$ cat config.mk
export PLATFORM = sky130hd
export DESIGN_NAME = rgbled_chain_ctrl
export DESIGN_NICKNAME = d
export VERILOG_FILES = /design/src/rtl/rgbled_pkg.sv /design/src/rtl/rgbled_chain_ctrl_bit_ser.sv /design/src/rtl/rgbled_chain_ctrl.sv
export SDC_FILE = /design/constraint.sdc
export NUM_CORES = 1
export LEC_CHECK = 0
export BUFFER_PORTS_ARGS = -buffer_cell sky130_fd_sc_hd__clkbuf_2
export CELL_PAD_IN_SITES_DETAIL_PLACEMENT = 1
export CELL_PAD_IN_SITES_GLOBAL_PLACEMENT = 1
export CORE_UTILIZATION = 54
export CTS_BUF_LIST = sky130_fd_sc_hd__clkbuf_2
export CTS_CLUSTER_SIZE = 12
export DETAILED_ROUTE_END_ITERATION = 10
export GPL_TIMING_DRIVEN = 0
export HOLD_SLACK_MARGIN = 0.02
export PLACE_DENSITY = 0.94
export SLEW_MARGIN = 30
export SYNTH_ARGS = -nofsm -noshare
export SYNTH_HDL_FRONTEND = slang
export SYNTH_SLANG_ARGS = --single-unit
$ cat constraint.sdc
create_clock -name main_clk_buf -period 3.1 [get_ports main_clk_buf]
set_clock_uncertainty 0.15 [all_clocks]
set_input_delay 0.465 -clock main_clk_buf [delete_from_list [all_inputs] [get_ports main_clk_buf]]
set_output_delay 0.465 -clock main_clk_buf [all_outputs]
set_load 0.005 [all_outputs]
$ cat src/rtl/rgbled_pkg.sv
// rgbled_pkg: shared types and timing helper for the WS281x chain controller.
package rgbled_pkg;
  typedef struct packed {
    logic [7:0] g;
    logic [7:0] r;
    logic [7:0] b;
  } rgb_t;

  typedef enum logic [2:0] {S_IDLE, S_LOAD, S_HIGH, S_LOW, S_GAP} rgbled_state_e;

  function automatic int ns_to_cycles(input int clk_freq, input int ns);
    return (clk_freq / 1_000_000 * ns) / 1000;
  endfunction
endpackage

$ cat src/rtl/rgbled_chain_ctrl_bit_ser.sv
// rgbled_bit_ser: 24-bit GRB shifter with the shared HIGH/LOW/GAP down-counter.
module rgbled_bit_ser #(
  parameter int T0H  = 10,
  parameter int T1H  = 20,
  parameter int TBit = 31,
  parameter int TRst = 2000,
  parameter int TW   = 11
) (
  input  logic        main_clk_buf,
  input  logic        rst_sys_n,
  input  logic        load,
  input  logic [23:0] word,
  input  logic        start,
  input  logic        gap,
  output logic        dout,
  output logic        bit_done
);
  logic [23:0]   r_sr;
  logic [TW-1:0] r_tmr;
  logic          r_hi;
  logic          r_dout;
  logic          w_nb;
  assign w_nb     = load ? word[23] : r_sr[22];
  assign bit_done = r_tmr == '0;
  assign dout     = r_dout;
  // bit_done marks the last cycle of whichever phase the counter is timing
  always_ff @(posedge main_clk_buf or negedge rst_sys_n)
    if (!rst_sys_n) begin
      r_sr   <= '0;
      r_tmr  <= '0;
      r_hi   <= 1'b0;
      r_dout <= 1'b0;
    end else if (gap) begin
      r_hi   <= 1'b0;
      r_dout <= 1'b0;
      r_tmr  <= TW'(TRst - 1);
    end else if (load || start) begin
      r_sr   <= load ? word : {r_sr[22:0], 1'b0};
      r_hi   <= 1'b1;
      r_dout <= 1'b1;
      r_tmr  <= w_nb ? TW'(T1H - 1) : TW'(T0H - 1);
    end else if (r_tmr != '0) begin
      r_tmr <= r_tmr - TW'(1);
    end else if (r_hi) begin
      r_hi   <= 1'b0;
      r_dout <= 1'b0;
      r_tmr  <= r_sr[23] ? TW'(TBit - T1H - 1) : TW'(TBit - T0H - 1);
    end
endmodule

$ cat src/rtl/rgbled_chain_ctrl.sv
// rgbled_chain_ctrl: WS281x chain driver with double-buffered colours,
// on-demand or auto-refresh frames and a latch gap after every frame.
module rgbled_chain_ctrl
  import rgbled_pkg::*;
#(
  parameter int ClkFreq = 25_000_000,
  parameter int NumLeds = 2,
  parameter int T0HNs   = 400,
  parameter int T1HNs   = 800,
  parameter int TBitNs  = 1250,
  parameter int TRstNs  = 80_000,
  localparam int IW     = (NumLeds > 1) ? $clog2(NumLeds) : 1
) (
  input  logic          main_clk_buf,
  input  logic          rst_sys_n,
  input  logic          wr_en_i,
  input  logic [IW-1:0] wr_idx_i,
  input  logic [23:0]   wr_data_i,
  input  logic          go_i,
  input  logic          auto_refresh_i,
  output logic          busy_o,
  output logic          frame_done_o,
  output logic          dout_o
);
  localparam int T0H  = ns_to_cycles(ClkFreq, T0HNs);
  localparam int T1H  = ns_to_cycles(ClkFreq, T1HNs);
  localparam int TBit = ns_to_cycles(ClkFreq, TBitNs);
  localparam int TRst = ns_to_cycles(ClkFreq, TRstNs);
  localparam int TW   = $clog2(TRst + 1);

  if (NumLeds < 1 || T0H < 1 || T1H >= TBit) begin : g_bad_cfg
    $error("rgbled_chain_ctrl: invalid LED count or bit timing");
  end

  rgbled_state_e r_state, w_next;
  rgb_t          r_wbuf [NumLeds];
  rgb_t          r_shad [NumLeds];
  rgb_t          w_word;
  logic [4:0]    r_bit;
  logic [IW-1:0] r_led, w_nled;
  logic          r_pend;
  logic          w_load, w_start, w_gap, w_bd, w_req, w_last;

  assign w_req        = r_pend | go_i | auto_refresh_i;
  assign w_last       = r_led == IW'(NumLeds - 1);
  assign w_nled       = r_led + IW'(1);
  // LOAD feeds LED 0 straight from the write buffer while the shadow copy lands
  assign w_word       = (r_state == S_LOAD) ? r_wbuf[0] : r_shad[w_nled];
  assign busy_o       = r_state != S_IDLE;
  assign frame_done_o = r_state == S_GAP && w_bd;

  always_comb begin
    w_next  = r_state;
    w_load  = 1'b0;
    w_start = 1'b0;
    w_gap   = 1'b0;
    case (r_state)
      S_IDLE: w_next = w_req ? S_LOAD : S_IDLE;
      S_LOAD: begin
        w_next = S_HIGH;
        w_load = 1'b1;
      end
      S_HIGH: w_next = w_bd ? S_LOW : S_HIGH;
      S_LOW: if (w_bd) begin
        w_next  = (r_bit == 5'd23 && w_last) ? S_GAP : S_HIGH;
        w_gap   = r_bit == 5'd23 && w_last;
        w_load  = r_bit == 5'd23 && !w_last;
        w_start = r_bit != 5'd23;
      end
      S_GAP: w_next = w_bd ? (w_req ? S_LOAD : S_IDLE) : S_GAP;
      default: w_next = S_IDLE;
    endcase
  end

  always_ff @(posedge main_clk_buf or negedge rst_sys_n)
    if (!rst_sys_n) begin
      r_state <= S_IDLE;
      r_bit   <= '0;
      r_led   <= '0;
      r_pend  <= 1'b0;
      for (int i = 0; i < NumLeds; i++) begin
        r_wbuf[i] <= '0;
        r_shad[i] <= '0;
      end
    end else begin
      r_state <= w_next;
      r_pend  <= (w_next == S_LOAD) ? 1'b0 : r_pend | (go_i && r_state != S_LOAD);
      if (r_state == S_LOAD) begin
        r_bit  <= '0;
        r_led  <= '0;
        r_shad <= r_wbuf;
      end else if (r_state == S_LOW && w_bd) begin
        r_bit <= (r_bit == 5'd23) ? 5'd0 : r_bit + 5'd1;
        r_led <= (r_bit == 5'd23) ? w_nled : r_led;
      end
      if (wr_en_i && int'(wr_idx_i) < NumLeds) r_wbuf[wr_idx_i] <= wr_data_i;
    end

  rgbled_bit_ser #(
    .T0H (T0H),
    .T1H (T1H),
    .TBit(TBit),
    .TRst(TRst),
    .TW  (TW)
  ) u_ser (
    .main_clk_buf(main_clk_buf),
    .rst_sys_n   (rst_sys_n),
    .load        (w_load),
    .word        (w_word),
    .start       (w_start),
    .gap         (w_gap),
    .dout        (dout_o),
    .bit_done    (w_bd)
  );
endmodule

-- Word level (Yosys, flattened, before mapping)
Cells that the tools add are included.
- $add $sub $neg: 3
- $mul: 0
- div/mod/pow operators: 0
- $lt $le $gt $ge: 3
- eq/ne operators: 9
- shifts and indexed selects: 0
- mux-type cells: 41
- bitwise operators: 6
- reduce and logical (&&, ||, !) cells: 19
- operators by type and width (operator ; count):
    2-to-1 mux 24 bit ; 6
    bitwise mux 48 bit ; 1
    2-to-1 mux 11 bit ; 4
    2-to-1 mux 5 bit ; 5
    demux 24 bit (select 1 bit) ; 1
    2-to-1 mux 1 bit ; 19
    one-hot mux 3 bit (5 select lines) ; 1
    zero test 11 bit ; 1
    nonzero test 11 bit ; 1
    subtractor 11 x 1 -> 11 bit, second input constant ; 1
    2-to-1 mux 3 bit ; 3
    == test 3 x 1 -> 1 bit, second input constant ; 2
    == test 3 x 2 -> 1 bit, second input constant ; 2
    logical AND 1 bit ; 6
    != test 3 x 1 -> 1 bit, second input constant ; 2
    AND reduction 2 bit ; 3
    nonzero test 3 bit ; 2
    adder 5 x 1 -> 5 bit, second input constant ; 1
    == test 5 bit, second input constant ; 1
    != test 5 bit, second input constant ; 1
    >= comparator 2 bit, second input constant ; 2
    NOT 1 -> 2 bit ; 2
    nonzero test 2 bit ; 2
    nonzero test 4 bit ; 1
    other kinds (9) ; 11
- flip-flop bits (word level): 143
- latch bits: 0
- RAM bits: 0
- memory bits (read-only): 0
- input bits: 30
- output and inout port bits: 3
- word-level logic and storage cells: 101
- memories: 0

-- Depth between registers and ports, before layout
Gate-level depths: netlist of run 1.
- word-level depth: 10
- mapped depth: 9

-- Cells and area by module
From an unflattened synthesis of run 1, not the netlist that was laid out.
- cells, all modules: 599
- area total of the unflattened synthesis: 6387.4 µm²
- modules (own cells, without submodules) (module ; times used ; cells each ; area an instance (µm²) ; sequential area each (µm²)):
    rgbled_chain_ctrl ; 1 ; 415 ; 4556.9 ; 2652.5
    rgbled_bit_ser ; 1 ; 184 ; 1830.5 ; 925.9

-- Worst setup path after synthesis of run 1
OpenSTA, ideal clock, no wires.
- path type: register to register
- start: register u_ser.r_tmr[0]
- end: register u_ser.r_tmr[3]
- library setup time: 0.120 ns
- arrival: 1.755 ns
- setup slack: 1.075 ns
- stages on the path, launching flop included: 8
- period minus slack after synthesis: 2.025 ns
- path through: dfrtp_1 -> inv_1 -> ha_1 -> nor4b_4 -> and4_4 -> nand3_1 -> a32o_1 -> and3_1
- cells in the longest elaborated chain, start to end: 7
- elaborated cells on any way between the ends: 16
- those cells by class: 1 x add/sub; 11 x mux; 4 x reduce/logical
- RTL lines (element ; line ; text):
    start, declared ; rgbled_chain_ctrl_bit_ser.sv:19 ; logic [TW-1:0] r_tmr;
    start signal, assigned ; rgbled_chain_ctrl_bit_ser.sv:36 ; r_tmr <= TW'(TRst - 1);
    start signal, assigned ; rgbled_chain_ctrl_bit_ser.sv:41 ; r_tmr <= w_nb ? TW'(T1H - 1) : TW'(T0H - 1);
    start signal, assigned ; rgbled_chain_ctrl_bit_ser.sv:43 ; r_tmr <= r_tmr - TW'(1);
    parallel branches: the longest is 7 deep, another holds subtractor 11 x 1 -> 11 bit ; n/a ;
Parallel ways; which one is timed is not known.
A chain may end at the register's enable or synchronous reset.

-- Worst setup path in the final report of run 1
- start: register u_ser.r_tmr[1]
- end: output port frame_done_o
- cells in the longest elaborated chain, start to end: 2
- RTL lines (element ; line ; text):
    zero test 11 bit ; rgbled_chain_ctrl_bit_ser.sv:24 ; assign bit_done = r_tmr == '0;
    logical AND 1 bit ; rgbled_chain_ctrl.sv:50 ; assign frame_done_o = r_state == S_GAP && w_bd;
    end, declared ; rgbled_chain_ctrl.sv:22 ; output logic frame_done_o,
No other way between the ends.

==> results of run 1 <==
-- placed cells by master, fill, tap and decap left out, types with 2 or more instances in the layout --
| master | synthesis | final |
|---|---|---|
| a31oi_1 | 2 | 2 |
| buf_4 | 3 | 8 |
| bufinv_16 | 0 | 4 |
| nand4b_1 | 23 | 23 |
| xor2_1 | 5 | 5 |
| dlygate4sd3_1 | 0 | 27 |
| xnor2_1 | 3 | 3 |
| nand2b_1 | 2 | 2 |
| o31ai_1 | 2 | 2 |
| o21ai_0 | 12 | 12 |
| nand2_1 | 148 | 148 |
| buf_2 | 9 | 8 |
| o211ai_1 | 2 | 2 |
| or3_1 | 3 | 3 |
| buf_8 | 3 | 3 |
| a21oi_1 | 8 | 8 |
| nor3b_1 | 3 | 3 |
| nor3_1 | 4 | 4 |
| nand3_1 | 8 | 8 |
| clkbuf_1 | 18 | 18 |
| clkinv_1 | 0 | 2 |
| nor4_1 | 2 | 2 |
| mux2_2 | 48 | 48 |
| clkinvlp_4 | 0 | 4 |
| nor2_1 | 31 | 31 |
| a211oi_1 | 2 | 2 |
| a41oi_1 | 6 | 6 |
| clkinv_2 | 0 | 3 |
| inv_1 | 2 | 2 |
| and3_1 | 4 | 4 |
| a41oi_2 | 16 | 16 |
| clkbuf_2 | 0 | 49 |
| ha_1 | 3 | 3 |
| dfrtp_1 | 119 | 119 |
| nor2b_1 | 2 | 2 |
-- power by group --
part | switching (uW) | internal [uW] | leakage (uW)
sequential | 370 | 1940 | 0.00146
clock | 647 | 525 | 0.000151
combinational | 615 | 524 | 0.00124
-- routing by layer --
layer	wire length (um)	share of wire, %
met1	6550	37
met2	9240	52
met3	971	5.5
met4	942	5.3
met5	0	0
-- worst register-to-register path, stage by stage (launching register included) --
cell and delay (ps):
dfrtp_1 530, nor3b_1 580, clkbuf_1 450, clkbuf_1 490, nand2_1 160, a41oi_1 310
-- metrics by stage --
stage | hold slack [ps] | util (%) | worst slack [ps] | instance area, um^2 | instances
finish | 40.1 | 65.7 | 102 | 6480 | 743
global placement | 293 | 59.4 | -278 | 5860 | 678
CTS | 21.5 | 65.4 | 14.8 | 6450 | 739
floorplan | 19.4 | - | 1080 | 5540 | 513
global route | 29.3 | 65.7 | -50.2 | 6480 | 743
detailed placement | 284 | 59.8 | 580 | 5900 | 679
-- cells by family (layout without fill, tap and decap cells) --
family | after synthesis | count (layout) | synth area share [%]
adders and majority gates | 3 | 3 | 0.678
and+or+nand+nor | 240 | 240 | 21.0
DFF | 119 | 119 | 53.8
buffers and inverters | 36 | 133 | 3.46
AOI/OAI and AO/OA | 59 | 59 | 10.0
muxes | 48 | 48 | 9.76
xor gates and xnor gates | 8 | 8 | 1.27
-- final cells by class --
| type | instances | area [um^2] |
|---|---|---|
| well taps | 133 | 166 |
| multi-input cells | 358 | 2370 |
| flip-flops and latches | 119 | 2980 |
| inverters | 2 | 7.51 |
| repair buffers | 65 | 504 |
| clock inverters | 14 | 181 |
| plain buffers | 34 | 190 |
| clock buffers | 18 | 90.1 |
| fillers | 1046 | 3380 |
-- registers in the layout, summed over array words and instances (netlist names) --
signal       cells
r_shad          24
r_state          3
r_bit            5
r_wbuf          48
u_ser.r_tmr     11
r_pend           1
u_ser.r_sr      24
u_ser.dout       1
u_ser.r_hi       1
r_led            1
-- path summary, 6_finish.rpt --
path / from / to / slack, ps / cells past startpoint
max: u_ser.r_tmr[1]$_DFFE_PN0P_ / frame_done_o / 100 / 7
min: rst_sys_n / u_ser.r_sr[1]$_DFFE_PN0P_ / 40 / 2
max reg2reg: r_state[2]$_DFF_PN0_ / u_ser.r_sr[6]$_DFFE_PN0P_ / 360 / 5
min reg2reg: r_wbuf[16]$_DFFE_PN0P_ / r_shad[16]$_DFFE_PN0P_ / 340 / 2
max in group asynchronous: rst_sys_n / r_wbuf[16]$_DFFE_PN0P_ / 2050 / 3
min in group main_clk_buf: wr_en_i / r_wbuf[0]$_DFFE_PN0P_ / 140 / 3
-- what timing repair did --
item                                    in CTS  in global routing
resized for setup                            0                  3
hold buffers                                27                  0
hold endpoints to repair                   169                  0
endpoints found under the setup margin       1                  1
pin swaps                                    1                  1
buffers inserted                             1                  4
==> impl_metrics.tcl, run 1 <==
set metrics [dict create \
    cts_sinks 119 \
    path_delay_family "simple AND/OR/NAND/NOR gates" \
    ys_types 49 \
    tightest_slew_ps 760 \
    numPortBuffers 32 \
    core-area_um2 9860 \
    syn_area_um2 5540 \
    clk_latency_ps 770 \
    final_hold_viol_count 0 \
    wl_per_cell_um 23.8 \
    slew_headroom_pct 49.3 \
    cts_buffer_depth 2 \
    max_freq_mhz 334 \
    synth_top_area_share_pct 53.8 \
    dpl.hpwl_mm 9.95 \
    grt_max_degree 73 \
    die_w_um 103 \
    period_share_pct 96.7 \
    total_power_uw 4620 \
    p_leak_uw 0.00285 \
    grt_pass1_wl_mm 27.6 \
    drt_iter0_markers 256 \
    yosys-top-cells-count "148 x nand2_1, 119 x dfrtp_1, 48 x mux2_2" \
    synth_top_cell_by_area "dfrtp_1" \
    synth-edff-count 0 \
    hold_path.class "in2async" \
    vias 4642 \
    place.gp.congestion 0.820 \
    busiest_layer "met2" \
    grt_antenna_before_repair 0 \
    cp.required_ps 2480 \
    power_per_cell_area_nw_per_um2 713 \
    firstDrtPassIters 5 \
    clk_pin_slew_worst_paths_ps 200 \
    gr-usage-met2_pct 61.1 \
    ys_seq_area_share_pct 53.8 \
    yosysMostFrequentCell "nand2_1" \
    status "finished clean" \
    drc 0 \
    yosys_warnings 0 \
    irDropWorstVdd_mv 0.422 \
    cts_tree "done" \
    synth_nets 546 \
    syn2layout_area_growth_pct 17.1 \
    root_buffer "clkbuf_2" \
    cp-start-kind "flop" \
    max_stage_delay_ps 450 \
    grt_use_met1_pct 41.5 \
    synth_flop_cell "dfrtp_1" \
    criticalPathCategory "reg2out" \
    synthArstFlopShare_pct 100 \
    setup_tns_ps 0 \
    num_rows 36 \
    crit_chain "inv_1 > ha_1 > nor4b_4 > nand3_1 > buf_6 > nor2_1 > clkbuf_2" \
    synthTopCellsByArea "dfrtp_1 54%, nand2_1 10%, mux2_2 9.8%, a41oi_2 4.7%, nand4b_1 3.6%" \
    fin_crit_ps 3000 \
    grt_overflow 0 \
    cp-end-kind "output port" \
    initial_core_util_pct 56.1 \
    worstPathArrival_ps 2380 \
    synth_seq_cells 119 \
    crit_buf_inv 3 \
    grtUsageMet3_pct 10.7 \
    detail-route-antenna-nets 0 \
    critPathMaxFanout 10 \
    drive_gt1_share_pct 25.1 \
    avgSynthCellArea_um2 10.8 \
    dieArea_um2 10700 \
    viasPerCell 6.25 \
    htree_levels 4 \
    slowest_stage "dfrtp_1" \
    slew_viol_final 0 \
    cts-buffers-inserted 17 \
    wl_mm 17.7 \
    drv_cap 0 \
    grt_use_total_pct 36.7 \
    setup-violations-final 0 \
    ios 33 \
    final_nets 630 \
    first_global_vias 5021 \
    die_h_um 103 \
    antenna_cells 0 \
    synth_cells 513 \
]
No activity file was read; power rests on OpenSTA's default activity.
==> inputs of run 2 (changes only) <==
--- a/config.mk
+++ b/config.mk
@@ -14,8 +14,8 @@
 export DETAILED_ROUTE_END_ITERATION = 10
 export GPL_TIMING_DRIVEN = 0
 export HOLD_SLACK_MARGIN = 0.02
-export PLACE_DENSITY = 0.94
-export SLEW_MARGIN = 30
+export PLACE_DENSITY = 0.87
+export SETUP_SLACK_MARGIN = 0.15
 export SYNTH_ARGS = -nofsm -noshare
 export SYNTH_HDL_FRONTEND = slang
 export SYNTH_SLANG_ARGS = --single-unit
==> run 2 against run 1 <==
Against the previous run: combinational power fell by 5%; sequential power down 2%; worst setup slack better by 230 ps; critical path type unchanged; highest routed layer unchanged.
==> impl_metrics.tcl, run 2 (synthesized netlist as in run 1, its figures left out) <==
set metrics [dict create \
    r2r_start "r_state[2]$_DFF_PN0_" \
    critPathMaxFanout 10 \
    grt_max_degree 85 \
    period_share_pct 89.4 \
    wl_mm 15.0 \
    worstPathArrival_ps 2160 \
    crit_end "frame_done_o" \
    cp.required_ps 2480 \
    ff2ff_path_depth 5 \
    rrSetupSlack_ps 550 \
    numPortBuffers 32 \
    drc 0 \
    startpoint "u_ser.r_tmr[0]$_DFFE_PN0P_" \
    cellInternalPower_uw 2900 \
    htree_levels 4 \
    viasPerCell 5.83 \
    layout.cells.most_common_list "148 x nand2_1, 119 x dfrtp_1, 50 x clkbuf_2" \
    grt_antenna_before_repair 0 \
    firstDrtPassIters 4 \
    place_area_um2 5900 \
    core-area_um2 9860 \
    antenna_cells 0 \
    cp-end-kind "output port" \
    syn2layout_area_growth_pct 16.3 \
    dieArea_um2 10700 \
    grt_use_total_pct 31.1 \
    grt_use_met1_pct 36.9 \
    setup_slack_ps 328 \
    grt_overflow 0 \
    root_buffer "clkbuf_2" \
    status "finished clean" \
    grtUsageMet3_pct 7.12 \
    cts_tree "done" \
    grt_pass1_wl_mm 24.0 \
    cts-buffers-inserted 17 \
    p_leak_uw 0.00285 \
    rsz0062_at_grt "false" \
    gr-usage-met2_pct 54.6 \
    die_w_um 103 \
    final_nets 630 \
    fin_crit_ps 2770 \
    clk_pin_slew_worst_paths_ps 190 \
    wl_per_cell_um 20.2 \
    cts_sinks 119 \
    top_register "r_wbuf" \
    slew_viol_final 0 \
    die_h_um 103 \
    largest_register_ffs 48 \
    ios 33 \
    p_sw_uw 1460 \
    num_rows 36 \
    final_hold_viol_count 0 \
    irDropWorstVdd_mv 0.401 \
    num-fill-cells 1047 \
    hold_path.class "in2async" \
    clk_latency_ps 680 \
    detail-route-antenna-nets 0 \
    cts_buffer_depth 2 \
    total_power_uw 4360 \
    place.gp.congestion 0.872 \
    cp-start-kind "flop" \
    p_clk_share_pct 23.2 \
    drv_cap 0 \
    r2r_end "u_ser.r_sr[20]$_DFFE_PN0P_" \
    multiInputGateArea_um2 2370 \
    drt_iter0_markers 170 \
    utilization_pct 65.3 \
    reg_top3 "r_wbuf x48, r_shad x24, u_ser.r_sr x24" \
    switching_share_pct 33.4 \
    first_global_vias 4678 \
    dpl_worst_slack_ps 576 \
    comb_power_share_pct 24.8 \
    tightest_slew_ps 825 \
    regArea_um2 2980 \
    power_per_cell_area_nw_per_um2 677 \
    vias 4327 \
    dpl.hpwl_mm 9.65 \
    criticalPathCategory "reg2out" \
    stdcell_area_um2 6440 \
    drive_gt1_share_pct 24.8 \
    busiest_layer "met2" \
    layout_commonest_cell "nand2_1" \
    initial_core_util_pct 56.1 \
    max_freq_mhz 361 \
    p_seq_share_pct 52.0 \
    slew_headroom_pct 45.0 \
    setup-violations-final 0 \
]
[run 2: cell count changes in the layout (fill, tap and decap cells not counted)]
cell	before	now
clkinvlp_4	4	0
buf_4	8	9
buf_6	1	0
clkinv_2	3	5
inv_6	1	0
bufinv_16	4	3
clkinv_1	2	3
clkbuf_2	49	50
clkinv_4	0	1
[run 2: layer usage]
layer	wire, um	part of all wire (%)
met5	0	0
met4	449	3.0
met3	678	4.5
met2	7880	52
met1	6010	40
[run 2: worst min path at each step]
stage	depth (start not counted)	endpoint	start
floorplan	0	r_bit[0]$_DFFE_PN0P_	rst_sys_n
global placement	2	r_shad[7]$_DFFE_PN0P_	r_wbuf[7]$_DFFE_PN0P_
detailed placement	1	u_ser.r_tmr[5]$_DFFE_PN0P_	rst_sys_n
CTS	2	u_ser.r_tmr[5]$_DFFE_PN0P_	rst_sys_n
global route	2	r_wbuf[28]$_DFFE_PN0P_	rst_sys_n
finish	2	r_wbuf[29]$_DFFE_PN0P_	rst_sys_n
[run 2: metrics by stage]
step                std cells  TNS [ps]  hold slack, ps
finish                    742         0            69.0
global route              742         0            39.2
CTS                       739         0            48.4
detailed placement        679         0             242
global placement          678    -36930             292
floorplan                 513         0            19.4
[run 2: final cells by class]
cell class | instances | area share [%]
plain buffers | 34 | 2.90
clock buffers | 19 | 1.48
clock inverters | 12 | 2.10
inverters | 2 | 0.117
multi-input cells | 358 | 36.7
flip-flops and latches | 119 | 46.2
well taps | 133 | 2.58
repair buffers | 65 | 7.83
[run 2: power by group through the flow]
stage	Clock, uW	Sequential, uW	Combinational [uW]
6_report	1010	2270	1080
5_1_grt	1090	2310	1200
4_1_cts	1030	2250	1050
3_5_place_dp	0	2280	988
3_3_place_gp	0	2240	892
2_1_floorplan	0	2180	751
[run 2: timing repair]
item                                    4_1_cts  5_1_grt
buffers inserted                              2        3
pin swaps                                     1        0
resized for setup                             0        2
endpoints found under the setup margin        1        1
hold endpoints to repair                    169        0
hold buffers                                 27        0
[run 2: worst max-delay path, stage by stage, from the launching register on]
cell      delay (ps)
dfrtp_1          450
inv_1            120
ha_1             170
nor4b_4          210
nand3_1          120
buf_4            200
nor2_1           100
clkbuf_2         110
